===== src/rtl/nes_mem_pkg.sv =====
// Shared definitions for the NES memory arbiter: requester indices and default widths.
package nes_mem_pkg;

  localparam int NUM_REQ    = 3;
  localparam int DEF_ADDR_W = 15;
  localparam int DEF_DATA_W = 8;

  typedef enum logic [1:0] {
    REQ_PPU = 2'd0,
    REQ_CPU = 2'd1,
    REQ_HPS = 2'd2
  } req_idx_e;

  // Map a one-hot (or zero) grant vector to the requester index it selects.
  function automatic req_idx_e onehot_to_idx(input logic [NUM_REQ-1:0] oh);
    req_idx_e idx;
    idx = REQ_PPU;
    if (oh[REQ_HPS]) idx = REQ_HPS;
    else if (oh[REQ_CPU]) idx = REQ_CPU;
    return idx;
  endfunction

endpackage


===== src/rtl/nes_mem_arbiter_if.sv =====
// Requester-side and RAM-side bus of the NES memory arbiter.
// master = requesters, slave = arbiter, ram = RAM macro.
interface nes_mem_arbiter_if
  import nes_mem_pkg::*;
#(
  parameter int ADDR_W = DEF_ADDR_W,
  parameter int DATA_W = DEF_DATA_W
);

  logic [NUM_REQ-1:0]             req;
  logic [NUM_REQ-1:0][ADDR_W-1:0] addr_i;
  logic [NUM_REQ-1:0]             we_i;
  logic [NUM_REQ-1:0][DATA_W-1:0] wdata_i;
  logic [NUM_REQ-1:0]             gnt;
  logic [NUM_REQ-1:0]             rvalid;
  logic [DATA_W-1:0]              rdata;
  logic [ADDR_W-1:0]              mem_addr;
  logic                           mem_we;
  logic [DATA_W-1:0]              mem_wdata;
  logic [DATA_W-1:0]              mem_rdata;

  modport master (
    output req, addr_i, we_i, wdata_i,
    input  gnt, rvalid, rdata
  );

  modport slave (
    input  req, addr_i, we_i, wdata_i, mem_rdata,
    output gnt, rvalid, rdata, mem_addr, mem_we, mem_wdata
  );

  modport ram (
    input  mem_addr, mem_we, mem_wdata,
    output mem_rdata
  );

endinterface


===== src/rtl/nes_rr_pick2.sv =====
// Combinational two-way round-robin pick: ptr names the side that goes first.
module nes_rr_pick2 (
  input  logic [1:0] eligible,
  input  logic       ptr,
  output logic [1:0] onehot
);

  // Favoured side wins if eligible, otherwise the other side.
  always_comb begin
    onehot = 2'b00;
    if (!ptr) begin
      if (eligible[0])      onehot = 2'b01;
      else if (eligible[1]) onehot = 2'b10;
    end else begin
      if (eligible[1])      onehot = 2'b10;
      else if (eligible[0]) onehot = 2'b01;
    end
  end

endmodule


===== src/rtl/nes_mem_arbiter.sv =====
// Single-port RAM arbiter for PPU (strict priority), CPU and HPS (round-robin).
// Optional feature macro: MEM_ARB_AGE_EN -- per-CPU/HPS wait counters; a request
// that has waited AGE_LIMIT cycles outranks the PPU.
module nes_mem_arbiter
  import nes_mem_pkg::*;
#(
  parameter int ADDR_W    = DEF_ADDR_W,
  parameter int DATA_W    = DEF_DATA_W,
  parameter int AGE_LIMIT = 15
) (
  input  logic             clk,
  input  logic             reset_n,
  nes_mem_arbiter_if.slave bus
);

  logic [NUM_REQ-1:0] gnt_q, gnt_d;
  logic [NUM_REQ-1:0] rvalid_q, rvalid_d;
  logic [NUM_REQ-1:0] eligible;
  logic [NUM_REQ-1:0] win;
  logic [ADDR_W-1:0]  mem_addr_q, mem_addr_d;
  logic               mem_we_q, mem_we_d;
  logic [DATA_W-1:0]  mem_wdata_q, mem_wdata_d;
  logic               rr_ptr_q, rr_ptr_d;
  logic [1:0]         rr_pick;
  logic [NUM_REQ-1:0] rvalid_o;
  req_idx_e           win_idx;

  // A requester granted last cycle sits out this one.
  assign eligible = bus.req & ~gnt_q;

  nes_rr_pick2 u_rr_pick (
    .eligible (eligible[2:1]),
    .ptr      (rr_ptr_q),
    .onehot   (rr_pick)
  );

`ifdef MEM_ARB_AGE_EN
  localparam logic [3:0] AGE_LIM = 4'(AGE_LIMIT);

  logic [1:0][3:0] age_q, age_d;
  logic [1:0]      aged;
  logic [1:0]      aged_pick;

  // Flag CPU/HPS requests that have waited long enough to pre-empt the PPU.
  always_comb begin
    aged = 2'b00;
    for (int k = 0; k < 2; k++) begin
      aged[k] = eligible[k+1] && (age_q[k] >= AGE_LIM);
    end
  end

  nes_rr_pick2 u_age_pick (
    .eligible (aged),
    .ptr      (rr_ptr_q),
    .onehot   (aged_pick)
  );

  // Aged CPU/HPS first, then the PPU, then CPU/HPS in round-robin order.
  always_comb begin
    win = '0;
    if (|aged)             win = {aged_pick, 1'b0};
    else if (eligible[0])  win = 3'b001;
    else                   win = {rr_pick, 1'b0};
  end

  // Saturating wait counters: count ungranted request cycles, clear otherwise.
  always_comb begin
    age_d = age_q;
    for (int k = 0; k < 2; k++) begin
      if (bus.req[k+1] && !win[k+1])
        age_d[k] = (age_q[k] == 4'hF) ? 4'hF : age_q[k] + 4'd1;
      else
        age_d[k] = 4'd0;
    end
  end

  // Wait counter registers.
  always_ff @(posedge clk) begin
    if (!reset_n) age_q <= '0;
    else          age_q <= age_d;
  end
`else
  // AGE_LIMIT has no effect without the age path.
  logic unused_age_limit;
  assign unused_age_limit = ^32'(AGE_LIMIT);

  // PPU first, then CPU/HPS in round-robin order.
  always_comb begin
    win = '0;
    if (eligible[0]) win = 3'b001;
    else             win = {rr_pick, 1'b0};
  end
`endif

  // Register the winner's access; rvalid follows a read grant by one cycle.
  always_comb begin
    gnt_d       = win;
    mem_addr_d  = mem_addr_q;
    mem_we_d    = 1'b0;
    mem_wdata_d = mem_wdata_q;
    rr_ptr_d    = rr_ptr_q;
    rvalid_d    = gnt_q & {NUM_REQ{~mem_we_q}};
    win_idx     = onehot_to_idx(win);
    if (|win) begin
      mem_addr_d  = bus.addr_i[win_idx];
      mem_we_d    = bus.we_i[win_idx];
      mem_wdata_d = bus.wdata_i[win_idx];
    end
    if (win[REQ_CPU])      rr_ptr_d = 1'b1;
    else if (win[REQ_HPS]) rr_ptr_d = 1'b0;
  end

  // Grant, RAM command and round-robin pointer registers.
  always_ff @(posedge clk) begin
    if (!reset_n) begin
      gnt_q       <= '0;
      rvalid_q    <= '0;
      mem_addr_q  <= '0;
      mem_we_q    <= 1'b0;
      mem_wdata_q <= '0;
      rr_ptr_q    <= 1'b0;
    end else begin
      gnt_q       <= gnt_d;
      rvalid_q    <= rvalid_d;
      mem_addr_q  <= mem_addr_d;
      mem_we_q    <= mem_we_d;
      mem_wdata_q <= mem_wdata_d;
      rr_ptr_q    <= rr_ptr_d;
    end
  end

  // rvalid is masked by reset_n so an in-flight pulse vanishes as soon as reset asserts.
  assign rvalid_o      = rvalid_q & {NUM_REQ{reset_n}};
  assign bus.rvalid    = rvalid_o;
  assign bus.rdata     = (|rvalid_o) ? bus.mem_rdata : '0;
  assign bus.gnt       = gnt_q;
  assign bus.mem_addr  = mem_addr_q;
  assign bus.mem_we    = mem_we_q;
  assign bus.mem_wdata = mem_wdata_q;

endmodule


===== src/flat_wrapper.sv =====
// flat-port wrapper written by rule: the top's interface ports become plain ports
module nes_mem_arbiter_flat import nes_mem_pkg::*;
#(
  parameter int ADDR_W    = DEF_ADDR_W,
  parameter int DATA_W    = DEF_DATA_W,
  parameter int AGE_LIMIT = 15
)
  (clk, reset_n, bus_req, bus_addr_i, bus_we_i, bus_wdata_i, bus_mem_rdata, bus_gnt, bus_rvalid, bus_rdata, bus_mem_addr, bus_mem_we, bus_mem_wdata);
  nes_mem_arbiter_if #(.ADDR_W(ADDR_W), .DATA_W(DATA_W)) bus_i ();
  input  logic clk;
  input  logic reset_n;
  input wire logic [$bits(bus_i.req)-1:0] bus_req;
  input wire logic [$bits(bus_i.addr_i)-1:0] bus_addr_i;
  input wire logic [$bits(bus_i.we_i)-1:0] bus_we_i;
  input wire logic [$bits(bus_i.wdata_i)-1:0] bus_wdata_i;
  input wire logic [$bits(bus_i.mem_rdata)-1:0] bus_mem_rdata;
  output wire logic [$bits(bus_i.gnt)-1:0] bus_gnt;
  output wire logic [$bits(bus_i.rvalid)-1:0] bus_rvalid;
  output wire logic [$bits(bus_i.rdata)-1:0] bus_rdata;
  output wire logic [$bits(bus_i.mem_addr)-1:0] bus_mem_addr;
  output wire logic [$bits(bus_i.mem_we)-1:0] bus_mem_we;
  output wire logic [$bits(bus_i.mem_wdata)-1:0] bus_mem_wdata;
  assign bus_i.req = bus_req;
  assign bus_i.addr_i = bus_addr_i;
  assign bus_i.we_i = bus_we_i;
  assign bus_i.wdata_i = bus_wdata_i;
  assign bus_i.mem_rdata = bus_mem_rdata;
  assign bus_gnt = bus_i.gnt;
  assign bus_rvalid = bus_i.rvalid;
  assign bus_rdata = bus_i.rdata;
  assign bus_mem_addr = bus_i.mem_addr;
  assign bus_mem_we = bus_i.mem_we;
  assign bus_mem_wdata = bus_i.mem_wdata;
  nes_mem_arbiter #(.ADDR_W(ADDR_W), .DATA_W(DATA_W), .AGE_LIMIT(AGE_LIMIT)) u_core (.clk(clk), .reset_n(reset_n), .bus(bus_i));
endmodule

===== config.mk =====
export PLATFORM = sky130hd
export DESIGN_NAME = nes_mem_arbiter_flat
export DESIGN_NICKNAME = d
export VERILOG_FILES = /design/src/rtl/nes_mem_pkg.sv /design/src/rtl/nes_mem_arbiter_if.sv /design/src/rtl/nes_rr_pick2.sv /design/src/rtl/nes_mem_arbiter.sv /design/src/flat_wrapper.sv
export SDC_FILE = /design/constraint.sdc
export NUM_CORES = 1
export LEC_CHECK = 0
export CORE_ASPECT_RATIO = 1.75
export CORE_UTILIZATION = 41
export CTS_BUF_LIST = sky130_fd_sc_hd__clkbuf_4 sky130_fd_sc_hd__clkbuf_8
export CTS_CLUSTER_DIAMETER = 50
export DETAILED_ROUTE_END_ITERATION = 12
export PLACE_DENSITY_LB_ADDON = 0.15
export SLEW_MARGIN = 20
export SYNTH_ARGS = -nofsm -noshare
export SYNTH_HDL_FRONTEND = slang
export SYNTH_SLANG_ARGS = --single-unit

===== constraint.sdc =====
create_clock -name clk -period 3.7 [get_ports clk]
set_clock_uncertainty 0.1 [all_clocks]
set_input_delay 1.11 -clock clk [delete_from_list [all_inputs] [get_ports clk]]
set_output_delay 1.11 -clock clk [all_outputs]
set_load 0.03 [all_outputs]

==> results.ini <==
[die]
coreArea_sq_um=4480
initial_core_util_pct=43.5
die_w_um=54.1
die_h_um=93.2
rows=32
boundaryPins=123
die-area_sq_um=5050

[synth]
synthesis.nets=298
synth.distinct_cells=27
ys_seq_elements=31
synth.avg_cell_area_sq_um=9.15
synth_enable_flop_cells=0
ys_seq_area_share_pct=31.8
syn_inst=213
async_flop_share_pct=0
ys.flop_type=dfxtp_1
synth_area_sq_um=1950
synth_warnings=0

[place]
dp.cells=368
dp_hpwl_um=4890
place_congestion=0.791
numPortBuffers=122
preCtsSetupSlack_ns=0.0390

[clock_tree]
clk_path_buf_depth=2
cts_root_buf=clkbuf_8
htree_levels=2
numCtsBuffers=5
cts_hold_buf=0
cts_setup_buffers=0
cts_resized=0
clk_latency_ns=0.28
cts_tree=built
numClockSinks=31
clk_pin_slew_ns=0.07

[routing]
drt_first_pass_iters=4
via_per_inst=6.17
dr_total_vias=2321
drt_iter0_drc=82
route.detailed.drc=0
avgRoutedWirePerCell_um=18.8
drtAntennaViolNets=0
drt_wl_total_um=7080

[outcome]
status=finished clean

[critical_path]
crit_type=in2out
r2r_start=u_core.bus.gnt[0]$_SDFF_PN0_
cp_max_fo=8
crit_path_start_kind=input port
rr_endpoint=u_core.bus.mem_addr[9]$_SDFFE_PN0P_
critPathArrivalTime_ns=2.33
regToRegSetupSlack_ns=1.70
required_ns=2.49
r2r_cells=5
cp-end-kind=primary output

[power_and_ir_drop]
p_leak_nw=1.13
p_comb_share_pct=35.9
clock_power_share_pct=28.2
powerDensity_nw_per_um2=329
seqPwrFrac_pct=35.9
ir_worst_vdd_v=0.000297
switching_share_pct=31.3
internal_power_w=0.000735
netSwitchingPower_w=0.000334

[global_routing]
grt_usage_pct=28.3
antenna_found_initial=0
grt_overflow=0
grt_max_degree=29
grt_pass1_vias=2266
grt_pass1_wl_um=10700

[timing]
fin_tns_setup_ns=0
min_period_ns=3.54
slew_viol_final=0
worst_slack_ns=0.157
fin_crit_sh_pct=95.7
setup_viol=0
relSlewSlack_pct=58.9
fmax_mhz=282
rsz0062_at_grt=no
hold_violations=0
hold_slack_ns=0.442
worst_pin_slew_ns=0.614

[layout]
regArea_sq_um=621
syn_to_final_growth_pct=66.5
n_antenna_cell=0
nNetsFinal=409
drive_above_1_share_pct=19.1
utilization_pct=72.4
layoutNonFillerInstCount=376
multiInputGateArea_sq_um=1160
nFillCells=362

[min_path]
holdPathStages=1
hold_class=reg2reg
min_to=u_core.rvalid_q[2]$_SDFF_PN0_
worstHoldStart=u_core.bus.gnt[2]$_SDFF_PN0_

[job]
max-cap-violations=0

## registers in the layout, summed over array words and instances (netlist names)
signal	flops
u_core.bus.mem_wdata	8
u_core.bus.mem_we	1
u_core.bus.mem_addr	15
u_core.rr_ptr_q	1
u_core.bus.gnt	3
u_core.rvalid_q	3
## power groups by stage
| stage | Clock [W] | Sequential, W | Combinational [W] |
|---|---|---|---|
| after floorplan | 0 | 0.000445 | 0.000142 |
| after global placement | 0 | 0.000389 | 0.000378 |
| after detailed placement | 0 | 0.000391 | 0.000381 |
| after CTS | 0.000306 | 0.000383 | 0.000384 |
| after global routing | 0.000321 | 0.000386 | 0.000407 |
| final | 0.000301 | 0.000384 | 0.000384 |
## metrics by stage
stage,cell area (sq um),power [W]
4_1_cts,3240,0.00107
2_1_floorplan,1950,0.000586
3_3_place_gp,3140,0.000767
5_1_grt,3250,0.00111
3_5_place_dp,3140,0.000772
6_report,3250,0.00107
## worst max-delay path: stages
cell and delay, ns:
clkdlybuf4s50_1 0.54, clkinv_1 0.12, nor2_2 0.22, and2_1 0.18
buf_4 0.16
## cell families after synthesis
family          synth area share [%]
simple gates                    35.7
compound gates                  23.0
flops                           31.8
buf+inv                         9.43
## cells in the mapped netlist, types with 2 or more instances
| master | number | area, sq um |
|---|---|---|
| buf_4 | 4 | 30.0 |
| a2111oi_0 | 22 | 193 |
| buf_2 | 12 | 60.1 |
| buf_6 | 5 | 56.3 |
| nand2b_1 | 3 | 18.8 |
| nor2b_1 | 2 | 12.5 |
| nor3_1 | 3 | 15.0 |
| clkbuf_1 | 9 | 33.8 |
| dfxtp_1 | 31 | 621 |
| a21oi_1 | 2 | 10.0 |
| nand3b_1 | 2 | 15.0 |
| and2_1 | 14 | 87.6 |
| nor2_1 | 3 | 11.3 |
| o41ai_1 | 22 | 193 |
| or3b_2 | 23 | 201 |
| nor4_1 | 45 | 282 |
## how the worst max path moves through the flow
stage	end	start	slack, ns	depth (start not counted)
2_1_floorplan	bus_rdata[0]	reset_n	0.63	3
3_3_place_gp	bus_rdata[3]	reset_n	0.16	5
3_5_place_dp	bus_rdata[3]	reset_n	0.04	5
4_1_cts	bus_rdata[3]	reset_n	0.04	5
5_1_grt	bus_rdata[6]	reset_n	0.04	5
6_report	bus_rdata[3]	reset_n	0.16	5
## layer usage
layer / GRT usage (%) / share of wire (%) / vias to the layer above
li1: - / - / 1115
met1: 31.7 / 38 / 1085
met2: 49.3 / 52 / 111
met3: 6.50 / 7.7 / 10
met4: 10.7 / 1.8 / 0
met5: 0 / 0 / -
## cells in the final DEF (no fill, tap or decap), drive strengths merged
master and count:
clkdlybuf4s50 111, nor4 46, dfxtp 31, or3b 23, a2111oi 23, o41ai 23
buf 23, and2 14, clkbuf 8, nor3 3, nand2b 3, nor2b 3
nor2 3, nand3b 2, a21oi 2, clkinv 1, nor3b 1, and3b 1
nand2 1, o22a 1, o21ai 1, a311oi 1
## layout make-up
type                    count  share of cell area, %
well taps                  51                   1.97
inverters                   1                  0.116
flip-flops and latches     31                   19.1
clock buffers               8                   3.20
multi-input cells         151                   35.7
repair buffers            134                   39.9
No activity file was read; power rests on OpenSTA's default activity.
